===== src/rtl/sample_burst_writer.sv =====
// sample_burst_writer: packs four 32-bit samples into one 128-bit DDR write burst with ring numbering and flush.
// Define SAMPLE_WRAP_EN to wrap numbering at MAX_SAMPLES; otherwise capture stalls there until rst.
module sample_burst_writer #(
  parameter int          SAMPLE_PACKET_WIDTH = 32,
  parameter int          ADX_WIDTH           = 27,
  parameter int          MEMORY_WORD_WIDTH   = 2,
  parameter logic [31:0] MAX_SAMPLES         = 32'h0100_0000
) (
  input  logic                           clk,
  input  logic                           rst,
  input  logic                           enable,
  input  logic                           flush,
  input  logic                           sample_valid,
  input  logic [SAMPLE_PACKET_WIDTH-1:0] sample_data,
  output logic                           sample_ready,
  input  logic                           app_rdy,
  output logic                           app_en,
  output logic [2:0]                     app_cmd,
  output logic [ADX_WIDTH-1:0]           app_addr,
  input  logic                           app_wdf_rdy,
  output logic                           app_wdf_wren,
  output logic                           app_wdf_end,
  output logic [127:0]                   app_wdf_data,
  output logic [15:0]                    app_wdf_mask,
  output logic [31:0]                    sample_count,
  output logic                           wrapped,
  output logic                           busy
);
  localparam logic [31:0] WORDS_PER_SAMPLE = 32'(SAMPLE_PACKET_WIDTH / (8 * MEMORY_WORD_WIDTH));
  typedef enum logic {COLLECT, ISSUE} state_t;
  state_t r_state, w_state_n;
  logic [1:0] r_fill;
  logic [2:0] w_fill_n;
  logic [31:0] r_count, r_base, w_count_inc, w_count_rnd, w_count_n;
  logic [ADX_WIDTH-1:0] w_adx;
  logic [127:0] r_data;
  logic [15:0] r_mask, w_mask_n;
  logic r_wrapped, r_cmd_done, r_dat_done;
  logic w_stop, w_wrap, w_accept, w_last, w_flush, w_done;
`ifdef SAMPLE_WRAP_EN
  assign w_stop = 1'b0;
  assign w_wrap = w_count_rnd == MAX_SAMPLES;
`else
  assign w_stop = r_count == MAX_SAMPLES;
  assign w_wrap = 1'b0;
`endif
  assign sample_ready = r_state == COLLECT && enable && !w_stop;
  assign w_accept     = sample_valid && sample_ready;
  assign w_fill_n     = {1'b0, r_fill} + {2'b0, w_accept};
  assign w_last       = w_accept && r_fill == 2'd3;
  // a sample arriving with flush joins the burst before the flush is judged
  assign w_flush      = flush && r_state == COLLECT && !w_stop && !w_last && w_fill_n != 3'd0;
  assign w_done       = r_state == ISSUE && (r_cmd_done || app_rdy) && (r_dat_done || app_wdf_rdy);
  assign w_count_inc  = r_count + {31'b0, w_accept};
  assign w_count_rnd  = w_flush ? (w_count_inc + 32'd3) & ~32'd3 : w_count_inc;
  assign w_count_n    = w_wrap ? '0 : w_count_rnd;
  assign w_adx        = ADX_WIDTH'(r_base * WORDS_PER_SAMPLE);
  assign app_addr     = w_adx & ~ADX_WIDTH'(7);
  assign app_en       = r_state == ISSUE && !r_cmd_done;
  assign app_wdf_wren = r_state == ISSUE && !r_dat_done;
  assign app_wdf_end  = app_wdf_wren;
  assign app_cmd      = 3'b000;
  assign app_wdf_data = r_data;
  assign app_wdf_mask = r_mask;
  assign sample_count = r_count;
  assign wrapped      = r_wrapped;
  assign busy         = r_state == ISSUE || r_fill != 2'd0;
  always_comb begin
    w_mask_n = '0;
    for (int k = 0; k < 4; k++) w_mask_n[4*k +: 4] = {4{3'(k) >= w_fill_n}};
  end
  always_comb begin
    w_state_n = r_state;
    w_state_n = r_state == COLLECT ? ((w_last || w_flush) ? ISSUE : COLLECT) : (w_done ? COLLECT : ISSUE);
  end
  always_ff @(posedge clk) r_state <= rst ? COLLECT : w_state_n;
  always_ff @(posedge clk) begin
    if (rst) begin
      r_fill     <= '0;
      r_count    <= '0;
      r_base     <= '0;
      r_data     <= '0;
      r_mask     <= '0;
      r_wrapped  <= 1'b0;
      r_cmd_done <= 1'b0;
      r_dat_done <= 1'b0;
    end else begin
      r_count <= w_count_n;
      if (w_wrap) r_wrapped <= 1'b1;
      if (w_accept) begin
        r_data[SAMPLE_PACKET_WIDTH*r_fill +: SAMPLE_PACKET_WIDTH] <= sample_data;
        r_fill <= r_fill + 2'd1;
        if (r_fill == 2'd0) r_base <= r_count;
      end
      if (w_flush) r_mask <= w_mask_n;
      if (app_en && app_rdy) r_cmd_done <= 1'b1;
      if (app_wdf_wren && app_wdf_rdy) r_dat_done <= 1'b1;
      if (w_done) begin
        r_fill     <= '0;
        r_data     <= '0;
        r_mask     <= '0;
        r_cmd_done <= 1'b0;
        r_dat_done <= 1'b0;
      end
    end
  end
endmodule

===== config.mk =====
export PLATFORM = sky130hd
export DESIGN_NAME = sample_burst_writer
export DESIGN_NICKNAME = d
export VERILOG_FILES = /design/src/rtl/sample_burst_writer.sv
export SDC_FILE = /design/constraint.sdc
export NUM_CORES = 1
export LEC_CHECK = 0
export BUFFER_PORTS_ARGS = -buffer_cell sky130_fd_sc_hd__buf_2
export CAP_MARGIN = 20
export CORE_MARGIN = 2
export CORE_UTILIZATION = 30
export CTS_CLUSTER_SIZE = 10
export DETAILED_ROUTE_END_ITERATION = 10
export PLACE_DENSITY_LB_ADDON = 0.05
export SKIP_LAST_GASP = 1
export SYNTH_ARGS = -nofsm -noshare
export SYNTH_HDL_FRONTEND = slang
export SYNTH_SLANG_ARGS = --single-unit
export TNS_END_PERCENT = 50

===== constraint.sdc =====
create_clock -name clk -period 8.9 [get_ports clk]
set_input_delay 0.445 -clock clk [delete_from_list [all_inputs] [get_ports clk]]
set_output_delay 0.445 -clock clk [all_outputs]
set_load 0.01 [all_outputs]

Word-level counts from Yosys, hierarchy flattened:

Cells that the tools add are included.

* bits in registers: 204
* input bits: 39
* output and inout bits: 212
* logic and storage cells: 56

* add/subtract/negate cells: 5
* magnitude comparators: 4
* equality and inequality tests: 2
* shift operators: 2
* mux-type cells: 5
* bitwise gates (word level): 1
* reductions and logical operators: 28

Operator list (count)
* $bwmux 128: 1
* $shift 32x34->128 const A: 1
* $shiftx 32x34->128: 1
* $neg 7->34: 1
* $add 32x1->32: 1
* $add 32x2->32 const B: 1
* $eq 32x25->1 const B: 1
* $mux 32: 1
* $logic_and 1x1->1: 14
* $ge 1x3->1 const A: 2
* $ge 2x3->1 const A: 2
* $logic_not 1->1: 4
* $logic_or 1x1->1: 4
* $reduce_or 2->1: 2
* $add 2x1->3: 1
* $mux 1: 3
* $reduce_bool 3->1: 1
* $add 2x1->2 const B: 1
* $eq 2x2->1 const B: 1
* $logic_not 2->1: 1
* $reduce_and 2->1: 1
* $reduce_bool 2->1: 1
* $not 1->1: 1

Logic depth before layout (Yosys ltp):

* word-level depth: 11
* depth in mapped cells: 19
* mapped depth without buffers: 15

Least setup slack after synthesis:

OpenSTA, ideal clock, no wires.

* path kind: reg2reg
* start: register r_count[20], in the netlist sample_count[20]
* end: register r_count[30], in the netlist sample_count[30]
* setup time: 123 ps
* arrival: 4552 ps
* data required time: 8777 ps
* slack: 4224 ps
* cell stages (with the launch flop): 19
* path buffers: 3
* period minus slack after synthesis: 4676 ps
* path through: dfxtp_1 clkbuf_1 nor4_1 nand4_1 nor2_1 nor3b_1 and2_1 clkbuf_1 ha_1 ha_1 buf_2 a21boi_1 a31oi_1 o21ai_0 nand4_2 nor4_2 and4bb_2 nand4_1 mux2_1

* cells in the longest elaborated chain, start to end: 9

RTL lines
* from (decl): RTL line 34 `logic [31:0] r_count, r_base, w_count_inc, w_count_rnd, w_count_n;`
* from (signal assigned): RTL line 88 `r_count <= w_count_n;`
* $eq 32x25->1 (*): RTL line 44 `assign w_stop = r_count == MAX_SAMPLES;`
* $logic_not 1->1 (*): RTL line 47 `assign sample_ready = r_state == COLLECT && enable && !w_stop;`
* $logic_and 1x1->1 (*): RTL line 47
* net sample_ready: RTL line 15 `output logic sample_ready,`
* $logic_and 1x1->1 (*): RTL line 48 `assign w_accept = sample_valid && sample_ready;`
* net w_accept: RTL line 39 `logic w_stop, w_wrap, w_accept, w_last, w_flush, w_done;`
* branches (longest 4 deep; another with $add 32x1->32)
* $mux 32 (*): RTL line 55 `assign w_count_rnd = w_flush ? (w_count_inc + 32'd3) & ~32'd3 : w_count_inc;`

Mark *: on every way through the listed nets, which the timed path passes.
A chain may end at the register's enable or synchronous reset.

Final worst setup path:

* start: register r_count[3], in the netlist sample_count[3]
* end: register r_count[30], in the netlist sample_count[30]

* cells in the longest elaborated chain, start to end: 9

RTL lines (RTL line)
* branches (longest 8 deep; another with $add 32x1->32)
* $mux 32 (*): 55

Every way passes the cells marked *.

==> impl_metrics.yaml <==
run_status:
  outcome: "completed"
finish:
  layout.area.seq_sq_mm: 0.00386
  drive_gt1_share_pct: 24.3
  multi_input_area_sq_mm: 0.00421
  area_growth_pct: 22.1
  nets: 1310
  final_common_cell: "buf_2"
  layout_common_cells: "243 x buf_2, 205 x nand2_1, 193 x dfxtp_1"
  nFillCells: 3034
  diodes: 0
sta:
  skew_ns: 0.0229
  setup_ws_ns: 3.37
  whs_ns: 0.288
  fin_setup_tns_ns: 0
  finalMaxSlewViolations: 0
  hold_viol: 0
  max_freq_ghz: 0.181
  tightest_slew_ns: 1.08
  relSlewSlack_pct: 28.2
  period_share_pct: 62.2
  min_period_ns: 5.53
  rsz0062_at_grt: "no"
  setup_viol: 0
global_routing:
  overflow: 0
  antenna_found_initial: 2
  grt_pass1_vias: 8123
  grt_max_degree: 86
  grt_pass1_wl_mm: 47.6
  grt_use_total_pct: 20.0
floorplan:
  initial_utilization_pct: 30.7
  num_rows: 61
  die_area_sq_mm: 0.0300
  die_h_microns: 173
  core-area_sq_mm: 0.0280
  io_pins: 251
  dieWidth_microns: 173
clocking:
  cts_made_buffers: 17
  htreeDepth: 4
  clock_latency_ns: 0.44
  hold_buffers: 0
  clkTransAtPathRegs_ns: 0.09
  cts_tree: "built"
  postCtsSetupBuffers: 0
  root_buffer: "clkbuf_16"
  clockBufferDepth: 2
  cts_resized: 0
  cts_sinks: 193
route:
  top_layer: "met5"
  avgRoutedWirePerCell_microns: 18.4
  drtIter0Drc: 483
  vias_per_cell: 4.96
  wl_met3_mm: 2.07
  wl_met1_mm: 14.3
  routed_wl_mm: 30.3
  postRouteAntennaNets: 0
  drc: 0
  firstDrtPassIters: 5
  met2_wirelength_mm: 13.6
  num_vias: 8191
run:
  cap_viol_max_count: 0
synthesis:
  synthTopCellsByArea: "dfxtp_1 45%, a21oi_1 9.6%, nand2_1 9.0%"
  synth_top_area_share_pct: 44.9
  ys_seq_area_share_pct: 44.9
  netlist_instances: 1089
  synth-edff-count: 0
  synth_warnings: 0
  synth-seq-cells: 193
  synth_cell_types: 57
  syn_area_per_cell_sq_um: 7.89
  dominantRegCellSynth: "dfxtp_1"
  netlist_area_sq_mm: 0.00860
  postSynth.asyncResetShare_pct: 0
  yosys.area.top_type: "dfxtp_1"
place:
  dp_hpwl_mm: 20.3
  dpl_worst_slack_ns: 3.38
  io_buffer_count: 243
  gp_congestion: 0.847
worst_setup_path:
  crit_start: "sample_count[3]"
  cp-start-kind: "flip-flop"
  cp.arrival_ns: 5.86
  r2r_cells: 16
  r2r-start: "sample_count[3]"
  worstSetupPathType: "flip-flop to flip-flop"
  worstPathRequired_ns: 9.23
  cp_num_buf_inv: 1
  cp_num_cells: 16
  regToRegSetupSlack_ns: 3.37
  end_kind: "flip-flop"
  critPathMaxStageDelay_ns: 0.61
  path_cells: "nor4_1 -> nand4_1 -> nor2_1 -> nor3b_1 -> and2_1 -> ha_1 -> ha_1 -> a21boi_1 -> a31oi_1 -> o21ai_0 -> nand4_2 -> nor4_2 -> buf_4 -> and4bb_2 -> nand4_1 -> mux2_1"
  r2r-end: "sample_count[30]"
  critPathCapture: "sample_count[30]"
  crit_slowest_cell: "dfxtp_1"
  crit_family: "simple AND/OR/NAND/NOR gates"
  cp_max_fo: 13
worst_hold_path:
  min_from: "sample_data[26]"
  holdCritPathClass: "input pin to flip-flop"
power_and_ir_drop:
  peakVddDrop_v: 0.0000944
  power_density_mw_per_mm2: 176
  power_uw: 1840
  p_leak_uw: 0.00418
[report_power, final]
| group | total, uW | internal (uW) | switching (uW) |
|---|---|---|---|
| sequential | 891 | 877 | 13.6 |
| combinational | 177 | 49.7 | 127 |
| clock | 776 | 383 | 393 |
[how the worst min path moves through the flow]
stage | cells after the start | to | slack (ns)
3_5_place_dp | 2 | app_wdf_data[34] | 0.44
4_1_cts | 3 | app_wdf_data[123] | 0.27
3_3_place_gp | 2 | app_wdf_data[83] | 0.44
6_report | 3 | app_wdf_data[26] | 0.29
2_1_floorplan | 2 | r_cmd_done | 0.46
5_1_grt | 3 | app_wdf_data[26] | 0.27
[registers in the layout (all words and copies together), names as in the netlist]
register      cells
app_wdf_data    128
sample_count     32
r_base           24
app_wdf_mask      4
r_fill            2
r_cmd_done        1
r_dat_done        1
r_state           1
[cell type report]
class,instances,share of cell area [%]
timing repair buffer,259,12.7
clock inverter,13,1.29
clock buffer,19,4.22
tap,378,4.50
multi-input combinational,778,40.1
inverter,11,0.393
sequential,193,36.8
[synth_stat cells, types with 3 or more instances]
library cell and n:
and2_1 5, a211oi_1 4, nand3_1 144, nand4_1 12
nor3_1 16, inv_1 11, nor2_1 50, nand2b_1 6
and4b_1 5, nand2_1 205, buf_4 22, a31oi_1 6
buf_2 14, nand4_2 3, nor3b_1 7, and3_1 6
nor4_2 5, nor2b_1 9, o21ai_0 6, xor2_1 12
clkbuf_1 75, o22ai_1 3, ha_1 11, xnor2_1 35
dfxtp_1 193, a21oi_1 165, and4_1 3, nor4_1 15
[logic make-up (layout without fill, tap and decap cells)]
logic type	after synthesis	in the layout	share of synthesized area (%)
AND/OR/NAND/NOR	510	510	29.0
AO/OA/AOI/OAI	200	200	12.5
flip-flops	193	193	44.9
buffers and inverters	124	302	6.75
XOR/XNOR	47	47	4.79
adder cells (fa/ha/maj)	11	11	1.60
multiplexers	3	3	0.378
other	1	7	0.0436
[routing by layer]
metal | GRT usage (%) | vias up
li1 | - | 4059
met1 | 26.9 | 3865
met2 | 31.5 | 236
met3 | 6.03 | 27
met4 | 4.41 | 4
met5 | 0 | -
[worst reg2reg max path: cells and delay by family (launching register included)]
kind	cells	cell delay [ns]
AOI/OAI and AO/OA	3	0.96
and+or+nand+nor	9	2.49
muxes	1	0.33
adders and majority gates	2	0.81
buffers and inverters	1	0.23
DFF	1	0.61
[metrics by stage]
step           cell area (sq um)  instances  util [%]
2_1_floorplan               8620       1095         -
3_3_place_gp                9920       1619      35.4
3_5_place_dp                9920       1619      35.4
4_1_cts                    10500       1651      37.5
5_1_grt                    10500       1651      37.5
6_report                   10500       1651      37.5
(Power assumes the default switching activity.)
